### src/rtl/adxl362_pkg.sv
`default_nettype none
// ============================================================================
//  Module      : adxl362_pkg
//  Description : Shared definitions for the ADXL362 SPI controller: command
//                opcodes, frame length, controller state encoding and a
//                counter-width helper.
//  Revision    : 1.0 - initial release
// ============================================================================
package adxl362_pkg;

    // ADXL362 instruction opcodes
    localparam logic [7:0] ADXL362_WRITE_CMD = 8'h0A;
    localparam logic [7:0] ADXL362_READ_CMD  = 8'h0B;
    localparam logic [7:0] ADXL362_FIFO_CMD  = 8'h0D;

    // One transaction = command byte + address byte + data byte
    localparam int SPI_FRAME_BITS = 24;

    typedef enum logic [1:0] {
        IDLE    = 2'd0,
        CS_LOW  = 2'd1,
        CS_HIGH = 2'd2
    } state_t;

    // Width of a counter that has to reach half-1; never narrower than 1 bit.
    function automatic int cnt_width(input int half);
        return (half > 2) ? $clog2(half) : 1;
    endfunction

endpackage
`default_nettype wire

### src/rtl/adxl362_spi_controller_if.sv
`default_nettype none
// ============================================================================
//  Module      : adxl362_spi_controller_if
//  Description : Request/response handshake between user logic and the
//                ADXL362 SPI controller.
//                  start   - request a transaction (sampled when busy=0)
//                  write   - 1 = register write, 0 = register read
//                  addr    - register address
//                  wr_data - byte written in write transactions
//                  rd_data - byte captured by the last completed read
//                  busy    - transaction in progress (incl. deselect time)
//                  done    - one-cycle pulse at transaction end
//                master : user side, slave : controller side
//  Revision    : 1.0 - initial release
// ============================================================================
interface adxl362_spi_controller_if;
    logic       start;
    logic       write;
    logic [7:0] addr;
    logic [7:0] wr_data;
    logic [7:0] rd_data;
    logic       busy;
    logic       done;

    modport master (
        output start, write, addr, wr_data,
        input  rd_data, busy, done
    );

    modport slave (
        input  start, write, addr, wr_data,
        output rd_data, busy, done
    );
endinterface
`default_nettype wire

### src/rtl/spi_sclk_timer.sv
`default_nettype none
// ============================================================================
//  Module      : spi_sclk_timer
//  Description : Half-period timebase for the SPI clock. While i_en is high
//                it walks through 49 half periods of HALF clk cycles each:
//                24 low/high sclk pairs followed by one trailing low half.
//                Strobes fire in the last cycle of a half period so the
//                owner can update its registered pins on the following edge.
//  Ports       : clk, rst     - system clock, sync active-high reset
//                i_en         - run; low clears all counters
//                o_rise       - sclk should go high next cycle
//                o_fall       - sclk should go low next cycle
//                o_last       - trailing low half has elapsed
//                o_edge_cnt   - falling edges issued so far (0..24)
//  Revision    : 1.0 - initial release
// ============================================================================
module spi_sclk_timer
    import adxl362_pkg::*;
#(
    parameter int HALF = 100
) (
    input  logic       clk,
    input  logic       rst,
    input  logic       i_en,
    output logic       o_rise,
    output logic       o_fall,
    output logic       o_last,
    output logic [4:0] o_edge_cnt
);

    localparam int             CW          = cnt_width(HALF);
    localparam logic [CW-1:0]  c_cnt_max   = CW'(HALF - 1);
    // Half periods 0..47 carry the 24 bits, 48 is the trailing low time.
    localparam logic [5:0]     c_last_half = 6'(2 * SPI_FRAME_BITS);

    logic [CW-1:0] r_cnt;
    logic [5:0]    r_half;
    logic [4:0]    r_edge_cnt;
    logic          w_end;

    assign w_end      = (r_cnt == c_cnt_max);
    // Even half periods are sclk-low, odd ones sclk-high.
    assign o_rise     = i_en && w_end && !r_half[0] && (r_half != c_last_half);
    assign o_fall     = i_en && w_end &&  r_half[0];
    assign o_last     = i_en && w_end && (r_half == c_last_half);
    assign o_edge_cnt = r_edge_cnt;

    always_ff @(posedge clk) begin
        if (rst || !i_en) begin
            r_cnt      <= '0;
            r_half     <= '0;
            r_edge_cnt <= '0;
        end else if (w_end) begin
            r_cnt  <= '0;
            r_half <= r_half + 6'd1;
            if (r_half[0]) begin
                r_edge_cnt <= r_edge_cnt + 5'd1;
            end
        end else begin
            r_cnt <= r_cnt + CW'(1);
        end
    end

endmodule
`default_nettype wire

### src/rtl/adxl362_spi_controller.sv
`default_nettype none
// ============================================================================
//  Module      : adxl362_spi_controller
//  Description : SPI mode-0 main issuing single-register ADXL362 reads (0x0B)
//                and writes (0x0A): command, address and data byte in one
//                chip-select window, followed by a HALF-cycle deselect time.
//  Ports       : clk, rst   - system clock, sync active-high reset
//                ctrl       - request/response handshake (slave modport)
//                spi_sclk   - SPI clock, idle low
//                spi_mosi   - serial data out, MSB first
//                spi_miso   - serial data in, sampled on sclk rising edges
//                spi_cs     - active-low chip select
//  Revision    : 1.0 - initial release
// ============================================================================
module adxl362_spi_controller
    import adxl362_pkg::*;
#(
    parameter int CLK_FREQUENCY  = 100_000_000,
    parameter int SCLK_FREQUENCY = 500_000
) (
    input  logic                     clk,
    input  logic                     rst,
    adxl362_spi_controller_if.slave  ctrl,
    output logic                     spi_sclk,
    output logic                     spi_mosi,
    input  logic                     spi_miso,
    output logic                     spi_cs
);

    localparam int            HALF        = CLK_FREQUENCY / (2 * SCLK_FREQUENCY);
    localparam int            CW          = cnt_width(HALF);
    localparam logic [CW-1:0] c_hold_max  = CW'(HALF - 1);
    localparam logic [4:0]    c_last_fall = 5'(SPI_FRAME_BITS - 1);

    // Strobes are generated one cycle ahead of the pin change, which needs
    // at least two cycles per half period.
    if (HALF < 2) begin : g_half_check
        $fatal(1, "adxl362_spi_controller: HALF=%0d must be >= 2", HALF);
    end

    state_t        r_state;
    logic          r_cs;
    logic          r_sclk;
    logic          r_mosi;
    logic          r_busy;
    logic          r_done;
    logic          r_write;
    // Bits still to be sent after the one currently on spi_mosi.
    logic [22:0]   r_tx_pend;
    logic [7:0]    r_rx;
    logic [7:0]    r_rd_data;
    logic [CW-1:0] r_hold;

    logic          w_en;
    logic          w_rise;
    logic          w_fall;
    logic          w_last;
    logic [4:0]    w_edge_cnt;
    logic [7:0]    w_cmd;

    assign w_en  = (r_state == CS_LOW);
    assign w_cmd = ctrl.write ? ADXL362_WRITE_CMD : ADXL362_READ_CMD;

    spi_sclk_timer #(
        .HALF (HALF)
    ) u_sclk_timer (
        .clk        (clk),
        .rst        (rst),
        .i_en       (w_en),
        .o_rise     (w_rise),
        .o_fall     (w_fall),
        .o_last     (w_last),
        .o_edge_cnt (w_edge_cnt)
    );

    always_ff @(posedge clk) begin
        if (rst) begin
            r_state   <= IDLE;
            r_cs      <= 1'b1;
            r_sclk    <= 1'b0;
            r_mosi    <= 1'b0;
            r_busy    <= 1'b0;
            r_done    <= 1'b0;
            r_write   <= 1'b0;
            r_tx_pend <= '0;
            r_rx      <= '0;
            r_hold    <= '0;
            // An aborted transaction leaves the previous read result intact;
            // only a reset taken while idle clears it.
            if (r_state == IDLE) begin
                r_rd_data <= '0;
            end
        end else begin
            r_done <= 1'b0;
            case (r_state)
                IDLE: begin
                    if (ctrl.start) begin
                        r_tx_pend <= {w_cmd[6:0], ctrl.addr, ctrl.wr_data};
                        r_mosi    <= w_cmd[7];
                        r_write   <= ctrl.write;
                        r_cs      <= 1'b0;
                        r_busy    <= 1'b1;
                        r_state   <= CS_LOW;
                    end
                end

                CS_LOW: begin
                    if (w_rise) begin
                        r_sclk <= 1'b1;
                        // Only the last 8 samples survive: cmd/addr-phase
                        // MISO bits are shifted out of the register.
                        r_rx   <= {r_rx[6:0], spi_miso};
                    end
                    if (w_fall) begin
                        r_sclk <= 1'b0;
                        if (w_edge_cnt != c_last_fall) begin
                            r_mosi    <= r_tx_pend[22];
                            r_tx_pend <= {r_tx_pend[21:0], 1'b0};
                        end
                    end
                    if (w_last) begin
                        r_cs    <= 1'b1;
                        r_mosi  <= 1'b0;
                        r_done  <= 1'b1;
                        r_hold  <= '0;
                        r_state <= CS_HIGH;
                        if (!r_write) begin
                            r_rd_data <= r_rx;
                        end
                    end
                end

                CS_HIGH: begin
                    if (r_hold == c_hold_max) begin
                        r_busy  <= 1'b0;
                        r_state <= IDLE;
                    end else begin
                        r_hold <= r_hold + CW'(1);
                    end
                end

                default: begin
                    r_cs    <= 1'b1;
                    r_sclk  <= 1'b0;
                    r_busy  <= 1'b0;
                    r_state <= IDLE;
                end
            endcase
        end
    end

    assign spi_cs       = r_cs;
    assign spi_sclk     = r_sclk;
    assign spi_mosi     = r_mosi;
    assign ctrl.busy    = r_busy;
    assign ctrl.done    = r_done;
    assign ctrl.rd_data = r_rd_data;

endmodule
`default_nettype wire

### src/flat_wrapper.sv
// flat-port wrapper written by rule: the top's interface ports become plain ports
module adxl362_spi_controller_flat import adxl362_pkg::*;
#(
    parameter int CLK_FREQUENCY  = 100_000_000,
    parameter int SCLK_FREQUENCY = 500_000
)
  (clk, rst, spi_sclk, spi_mosi, spi_miso, spi_cs, ctrl_start, ctrl_write, ctrl_addr, ctrl_wr_data, ctrl_rd_data, ctrl_busy, ctrl_done);
  adxl362_spi_controller_if ctrl_i ();
  input  logic clk;
  input  logic rst;
  output logic spi_sclk;
  output logic spi_mosi;
  input  logic spi_miso;
  output logic spi_cs;
  input wire logic [$bits(ctrl_i.start)-1:0] ctrl_start;
  input wire logic [$bits(ctrl_i.write)-1:0] ctrl_write;
  input wire logic [$bits(ctrl_i.addr)-1:0] ctrl_addr;
  input wire logic [$bits(ctrl_i.wr_data)-1:0] ctrl_wr_data;
  output wire logic [$bits(ctrl_i.rd_data)-1:0] ctrl_rd_data;
  output wire logic [$bits(ctrl_i.busy)-1:0] ctrl_busy;
  output wire logic [$bits(ctrl_i.done)-1:0] ctrl_done;
  assign ctrl_i.start = ctrl_start;
  assign ctrl_i.write = ctrl_write;
  assign ctrl_i.addr = ctrl_addr;
  assign ctrl_i.wr_data = ctrl_wr_data;
  assign ctrl_rd_data = ctrl_i.rd_data;
  assign ctrl_busy = ctrl_i.busy;
  assign ctrl_done = ctrl_i.done;
  adxl362_spi_controller #(.CLK_FREQUENCY(CLK_FREQUENCY), .SCLK_FREQUENCY(SCLK_FREQUENCY)) u_core (.clk(clk), .rst(rst), .ctrl(ctrl_i), .spi_sclk(spi_sclk), .spi_mosi(spi_mosi), .spi_miso(spi_miso), .spi_cs(spi_cs));
endmodule
### config.mk
export PLATFORM = sky130hd
export DESIGN_NAME = adxl362_spi_controller_flat
export DESIGN_NICKNAME = d
export VERILOG_FILES = /design/src/rtl/adxl362_pkg.sv /design/src/rtl/adxl362_spi_controller_if.sv /design/src/rtl/spi_sclk_timer.sv /design/src/rtl/adxl362_spi_controller.sv /design/src/flat_wrapper.sv
export SDC_FILE = /design/constraint.sdc
export NUM_CORES = 1
export LEC_CHECK = 0
export ABC_AREA = 1
export CORE_AREA = 2 2 87 89
export CTS_CLUSTER_SIZE = 10
export DETAILED_ROUTE_END_ITERATION = 16
export DIE_AREA = 0 0 89 91
export PLACE_DENSITY_LB_ADDON = 0.3
export RECOVER_POWER = 50
export SYNTH_ARGS = -nofsm -noshare
export SYNTH_HDL_FRONTEND = slang
export SYNTH_HIERARCHICAL = 1
export SYNTH_SLANG_ARGS = --single-unit
export TNS_END_PERCENT = 10
### constraint.sdc
create_clock -name clk -period 4 [get_ports clk]
set_input_delay 0.8 -clock clk [delete_from_list [all_inputs] [get_ports clk]]
set_output_delay 0.8 -clock clk [all_outputs]
set_load 0.01 [all_outputs]
## After elaboration in Yosys (flattened, before gate mapping)

Index checks and enable logic that the tools add are counted.

- Bits in registers: 72
- Input port bits: 21
- Output and inout bits: 13
- Word-level logic and storage cells: 98

- Add/subtract/negate cells: 4
- Equal/unequal tests: 18
- Multiplexer cells: 32
- Bitwise operators: 3
- Reductions and logical operators: 27

Operators by type and width:

| operator | count |
|---|---|
| 23-bit two-way mux | 3 |
| 23-bit case mux with 2 select lines | 1 |
| 8-bit two-way mux | 5 |
| 7-bit by 1-bit adder with 7-bit output, second input constant | 2 |
| 7-bit equality test, second input constant | 2 |
| 7-bit two-way mux | 2 |
| 7-bit case mux with 2 select lines | 1 |
| 1-bit two-way mux | 12 |
| 3-bit AND reduction | 4 |
| 4-bit AND reduction | 3 |
| 2-bit by 1-bit inequality test with 1-bit output, second input constant | 5 |
| 3-bit by 1-bit inequality test with 1-bit output, second input constant | 3 |
| 2-bit AND reduction | 4 |
| 2-bit nonzero test | 4 |
| 6-bit by 1-bit adder with 6-bit output, second input constant | 1 |
| 6-bit equality test, second input constant | 1 |
| 2-bit two-way mux | 3 |
| 2-bit inequality test, second input constant | 3 |
| 6-bit inequality test, second input constant | 1 |
| 1-bit case mux with 3 select lines | 2 |
| 2-bit case mux with 3 select lines | 1 |
| 2-bit OR reduction | 3 |
| 5-bit by 1-bit adder with 5-bit output, second input constant | 1 |
| 1-bit logical AND | 5 |
| other kinds (8) | 12 |

## Depth between registers and ports, before layout

- Depth in word-level cells: 7
- Gate-level depth with buffers: 13
- Mapped depth without buffers: 12

## Hierarchy

Netlist, hierarchy kept.

By module, submodules not included:

| module | times used | cells each | area an instance (sq um) | seq. area each (sq um) |
|---|---|---|---|---|
| adxl362_spi_controller | 1 | 346 | 2412.3 | 1161.1 |
| spi_sclk_timer | 1 | 129 | 910.9 | 360.3 |

## Least setup slack after synthesis

No wires, ideal clock.

- Path type: register to register
- Start: reg u_core.u_sclk_timer.r_cnt[0]
- End: reg u_core.r_rd_data[0], in the netlist u_core/ctrl.rd_data[0], enable pin
- Data arrival time: 1.871 ns
- Slack: 1.753 ns
- Stages on the path, launching flop included: 13
- Path buffers: 1
- Clock period less this slack: 2.247 ns
- Path through: dfxtp_1 ha_1 nand2_1 nor2_4 buf_6 nand2_1 nor2_1 inv_1 nor2_1 inv_1 nor2_1 inv_1 o22ai_1

- Word-level cells in the longest chain between the ends: 5

Ends and longest elaborated chain:

| what | line | source |
|---|---|---|
| start: declaration | spi_sclk_timer.sv:36 | `logic [CW-1:0] r_cnt;` |
| start signal: assignment | spi_sclk_timer.sv:60 | `r_cnt <= r_cnt + CW'(1);` |
| 7-bit equality test | spi_sclk_timer.sv:41 | `assign w_end = (r_cnt == c_cnt_max);` |
| 1-bit logical AND (2 in series) | spi_sclk_timer.sv:45 | `assign o_last = i_en && w_end && (r_half == c_last_half);` |
| via u_core.w_last | adxl362_spi_controller.sv:57 | `logic w_last;` |
| 2-bit nonzero test (no source line) | -- |  |
| 4-bit AND reduction (no source line) | -- |  |
| end signal: assignment | adxl362_spi_controller.sv:128 | `r_rd_data <= r_rx;` |
| end: declaration | adxl362_spi_controller.sv:51 | `logic [7:0] r_rd_data;` |

The timed path passes the listed nets, and every way through them passes these cells.
A chain may end at the register's enable or synchronous reset.

==> parameters.txt <==
Parameter                              Value

Synthesis
  Async set-or-reset flop fraction in the synthesized netlist ... 0%
  Most frequent cells after synthesis ... sky130_fd_sc_hd__nand2_1, sky130_fd_sc_hd__nor2_1, sky130_fd_sc_hd__dfxtp_1
  Number of synthesis warnings ... 6
  Distinct cell type count of the synthesized netlist ... 32
  Number of enable-type register cells in the synthesized netlist ... 8
  Sequential-to-total area share from yosys stat ... 45.8%
  Mapped Cells ... 475
  Number of synthesized register bits ... 72
  Post-synth design cell area ... 3320 µm²
  Most area-hungry cell type in the Yosys netlist ... sky130_fd_sc_hd__dfxtp_1
  Synth top area cells ... sky130_fd_sc_hd__dfxtp_1, sky130_fd_sc_hd__nand2_1, sky130_fd_sc_hd__nor2_1, sky130_fd_sc_hd__edfxtp_1, sky130_fd_sc_hd__inv_1
  Syn Area/Cell ... 7.00 µm²
  Proportion of netlist area held by the largest area contributor ... 38.6%
  Nets in the synthesized netlist ... 501
  Top-count cell post-synth ... sky130_fd_sc_hd__nand2_1
  Flip-flop cell with the highest count after synthesis ... sky130_fd_sc_hd__dfxtp_1

Placement
  Routability congestion estimate ... 0.816
  Post-DP HPWL ... 4.43 mm
  Placement-stage worst setup slack ... 1.21 ns
  Count of input and output buffers ... 33
  Placed cell count ... about 590

Cells and area
  Fin cells ... between 600 and 700
  Share of post-route cells with drive strength above 1 ... 4.89%
  Layout Nets ... 532
  Number of inserted diodes ... 0
  Area added between synthesis and finish ... 18.7%

Die
  Core box area ... just over 7000 µm²
  Height of the chip ... 91 µm
  Row count ... 31
  Die area ... 8100 µm²
  Initial core utilization ... 46.6%
  Horiz. Die Dim ... 89 µm
  Top-level port count ... 34

Clock tree
  Post-cts sizing count ... 0
  Largest buffer count on any clock path ... 2
  Num CTS Buffers ... 9
  Root Buffer Master ... sky130_fd_sc_hd__clkbuf_8
  # hold bufs at CTS ... 0
  Clock net sink count ... between 70 and 80
  Clock transition at the register clock pins on the worst setup and hold paths after CTS ... 0.07 ns
  Clk_lat worst skew ... 0.35 ns
  H-tree Lvls ... 3
  TritonCTS clock tree ... done
  Post-CTS setup-driven buffer insertion count ... 0

Power
  Worst ir drop on vdd ... 0.203 mV
  Leak Pwr ... 1.60 nW
  Areal power density over the cells ... 412 nW/µm²

Routing
  Routed wire length per instance ... 10.6 µm
  Drt total wl ... 6.48 mm
  Number of DRC violations after detailed-routing iteration 0 ... 179
  Post-route DRC violation count ... 0
  Residual antenna-violating net count after detailed routing ... 0
  Vias per cell ... 4.83
  Vias ... 2946
  Drt first pass iters ... 5

STA
  Post-route clock period utilization ... 80.7%
  Post-layout minimum cycle time ... 3.23 ns
  Final Setup Violations ... 0
  Slew at the pin closest to its max-slew limit ... 1.51 ns
  Setup tns final ... 0 ns
  Final Hold Fails ... 0
  Worst clock skew on the final layout ... 0.0116 ns
  Worst slew slack as a fraction of its limit ... -0.602%
  Setup repair after global routing missed its margin ... false
  Highest Clock Rate ... 0.310 GHz
  Final number of max-transition violations ... 37
  Post-route setup slack ... ~0.77 ns

Worst setup path
  Critical Path Start Type ... input port
  Worst-case reg-to-reg path depth ... 11
  Arrival time reported for the critical path endpoint ... 3.50 ns
  Flop2flop setup slack ... 1.09 ns
  Critical setup path kind ... in -> reg
  Type of destination of the critical path ... register
  Highest net fanout along the worst path ... 36
  Required time of the worst setup path ... about 4.3 ns

Global route
  Initial antenna violation count ... 0
  Via count of the first global-routing pass ... 2599
  Global-route total usage across every layer ... 17.2%
  Largest net degree at the start of global routing ... 40
  Wire length of the first global-routing pass ... 11.1 mm
  Total congestion overflow ... 0

Run status
  Violations in the final reports ... capacitance limit, slew limit
  Run status ... complete, but fails checks

Worst hold path
  Classification of the worst-slack hold path ... reg -> reg
  Cell count of the worst hold path ... 1

Flow run
  # Max-Cap Violations ... 1
## per-stage QoR
step	cell area [µm²]	util (%)	hold WS [ns]	power (mW)
after floorplan	3320	-	0.418	0.905
after global placement	3710	52.1	0.429	0.954
after detailed placement	3710	52.1	0.437	0.959
after CTS	3960	55.5	0.454	1.65
after global routing	3950	55.3	0.475	1.71
final	3950	55.3	0.447	1.63
## path summary, 6_finish.rpt
kind | from | end
hold reg to reg | u_core/u_sclk_timer/r_cnt[0]$_SDFF_PP0_ | u_core/u_sclk_timer/r_cnt[0]$_SDFF_PP0_
setup / recovery | rst | u_core/r_write$_SDFFE_PP0P_
hold / removal | u_core/u_sclk_timer/r_cnt[0]$_SDFF_PP0_ | u_core/u_sclk_timer/r_cnt[0]$_SDFF_PP0_
setup reg to reg | u_core/r_state[1]$_SDFFE_PP0P_ | u_core/ctrl.rd_data[4]$_SDFFCE_PP0P_
## registers in the layout, summed over array words and instances, names as in the netlist
signal / count
u_core/spi_sclk: 1
u_core/r_state: 2
u_core/u_sclk_timer/r_cnt: 7
u_core/spi_mosi: 1
u_core/u_sclk_timer/r_half: 6
u_core/r_rx: 8
u_core/ctrl.rd_data: 8
u_core/ctrl.busy: 1
u_core/spi_cs: 1
u_core/ctrl.done: 1
u_core/u_sclk_timer/o_edge_cnt: 5
u_core/r_hold: 7
u_core/r_write: 1
u_core/r_tx_pend: 23
## cell type report
cell class / count / area [µm²]
clock buffer: 9 / 124
clock inverter: 7 / 119
fill: 730 / 3190
inverter: 60 / 225
multi-input combinational: 327 / 1490
sequential: 72 / 1520
tap: 99 / 124
timing repair buffer: 36 / 345
## cell families after synthesis
group / after synthesis / synth area share [%]
compound gates: 66 / 10.4
xor+xnor: 3 / 0.791
fa+ha+maj: 5 / 1.88
buf+inv: 76 / 9.34
flops: 72 / 45.8
simple gates: 253 / 31.9
## worst max-delay path: stages
cell                            delay, ns
sky130_fd_sc_hd__dlygate4sd3_1       0.53
sky130_fd_sc_hd__clkbuf_1            0.40
sky130_fd_sc_hd__clkinv_1            0.15
sky130_fd_sc_hd__clkbuf_1            1.11
sky130_fd_sc_hd__o21ai_0             0.32
sky130_fd_sc_hd__nor2_1              0.17
## power breakdown
part | internal [mW] | switching (mW)
clock network | 0.415 | 0.273
logic | 0.0652 | 0.0987
registers | 0.762 | 0.0117
## placed cells by master (no fill, tap or decap)
cell type,count
sky130_fd_sc_hd__a21oi_1,33
sky130_fd_sc_hd__a31oi_1,1
sky130_fd_sc_hd__buf_4,1
sky130_fd_sc_hd__bufinv_16,3
sky130_fd_sc_hd__clkbuf_1,2
sky130_fd_sc_hd__clkbuf_8,9
sky130_fd_sc_hd__clkdlybuf4s50_1,19
sky130_fd_sc_hd__clkinv_1,2
sky130_fd_sc_hd__clkinv_4,1
sky130_fd_sc_hd__clkinvlp_4,1
sky130_fd_sc_hd__dfxtp_1,64
sky130_fd_sc_hd__dlygate4sd3_1,14
sky130_fd_sc_hd__edfxtp_1,8
sky130_fd_sc_hd__ha_1,5
sky130_fd_sc_hd__inv_1,58
sky130_fd_sc_hd__inv_2,1
sky130_fd_sc_hd__inv_6,1
sky130_fd_sc_hd__nand2_1,118
sky130_fd_sc_hd__nand2_2,2
sky130_fd_sc_hd__nand3_1,31
sky130_fd_sc_hd__nand3_2,3
sky130_fd_sc_hd__nand3b_1,2
sky130_fd_sc_hd__nand4_1,8
sky130_fd_sc_hd__nor2_1,83
sky130_fd_sc_hd__nor2_4,1
sky130_fd_sc_hd__nor3_1,2
sky130_fd_sc_hd__nor3b_1,1
sky130_fd_sc_hd__o211ai_1,1
sky130_fd_sc_hd__o21a_1,1
sky130_fd_sc_hd__o21ai_0,28
sky130_fd_sc_hd__o21bai_1,1
sky130_fd_sc_hd__o22ai_1,1
sky130_fd_sc_hd__or2_2,2
sky130_fd_sc_hd__xnor2_1,2
sky130_fd_sc_hd__xor2_1,1
## routing by layer
metal	vias to the layer above	routed length, µm	part of all wire (%)	GRT usage (%)
li1	1554	-	-	-
met1	1331	3230	50	22.9
met2	50	2860	44	26.6
met3	11	271	4.2	3.64
met4	0	119	1.8	7.59
met5	-	0	0	0
Power figures use the tool's default switching activity.
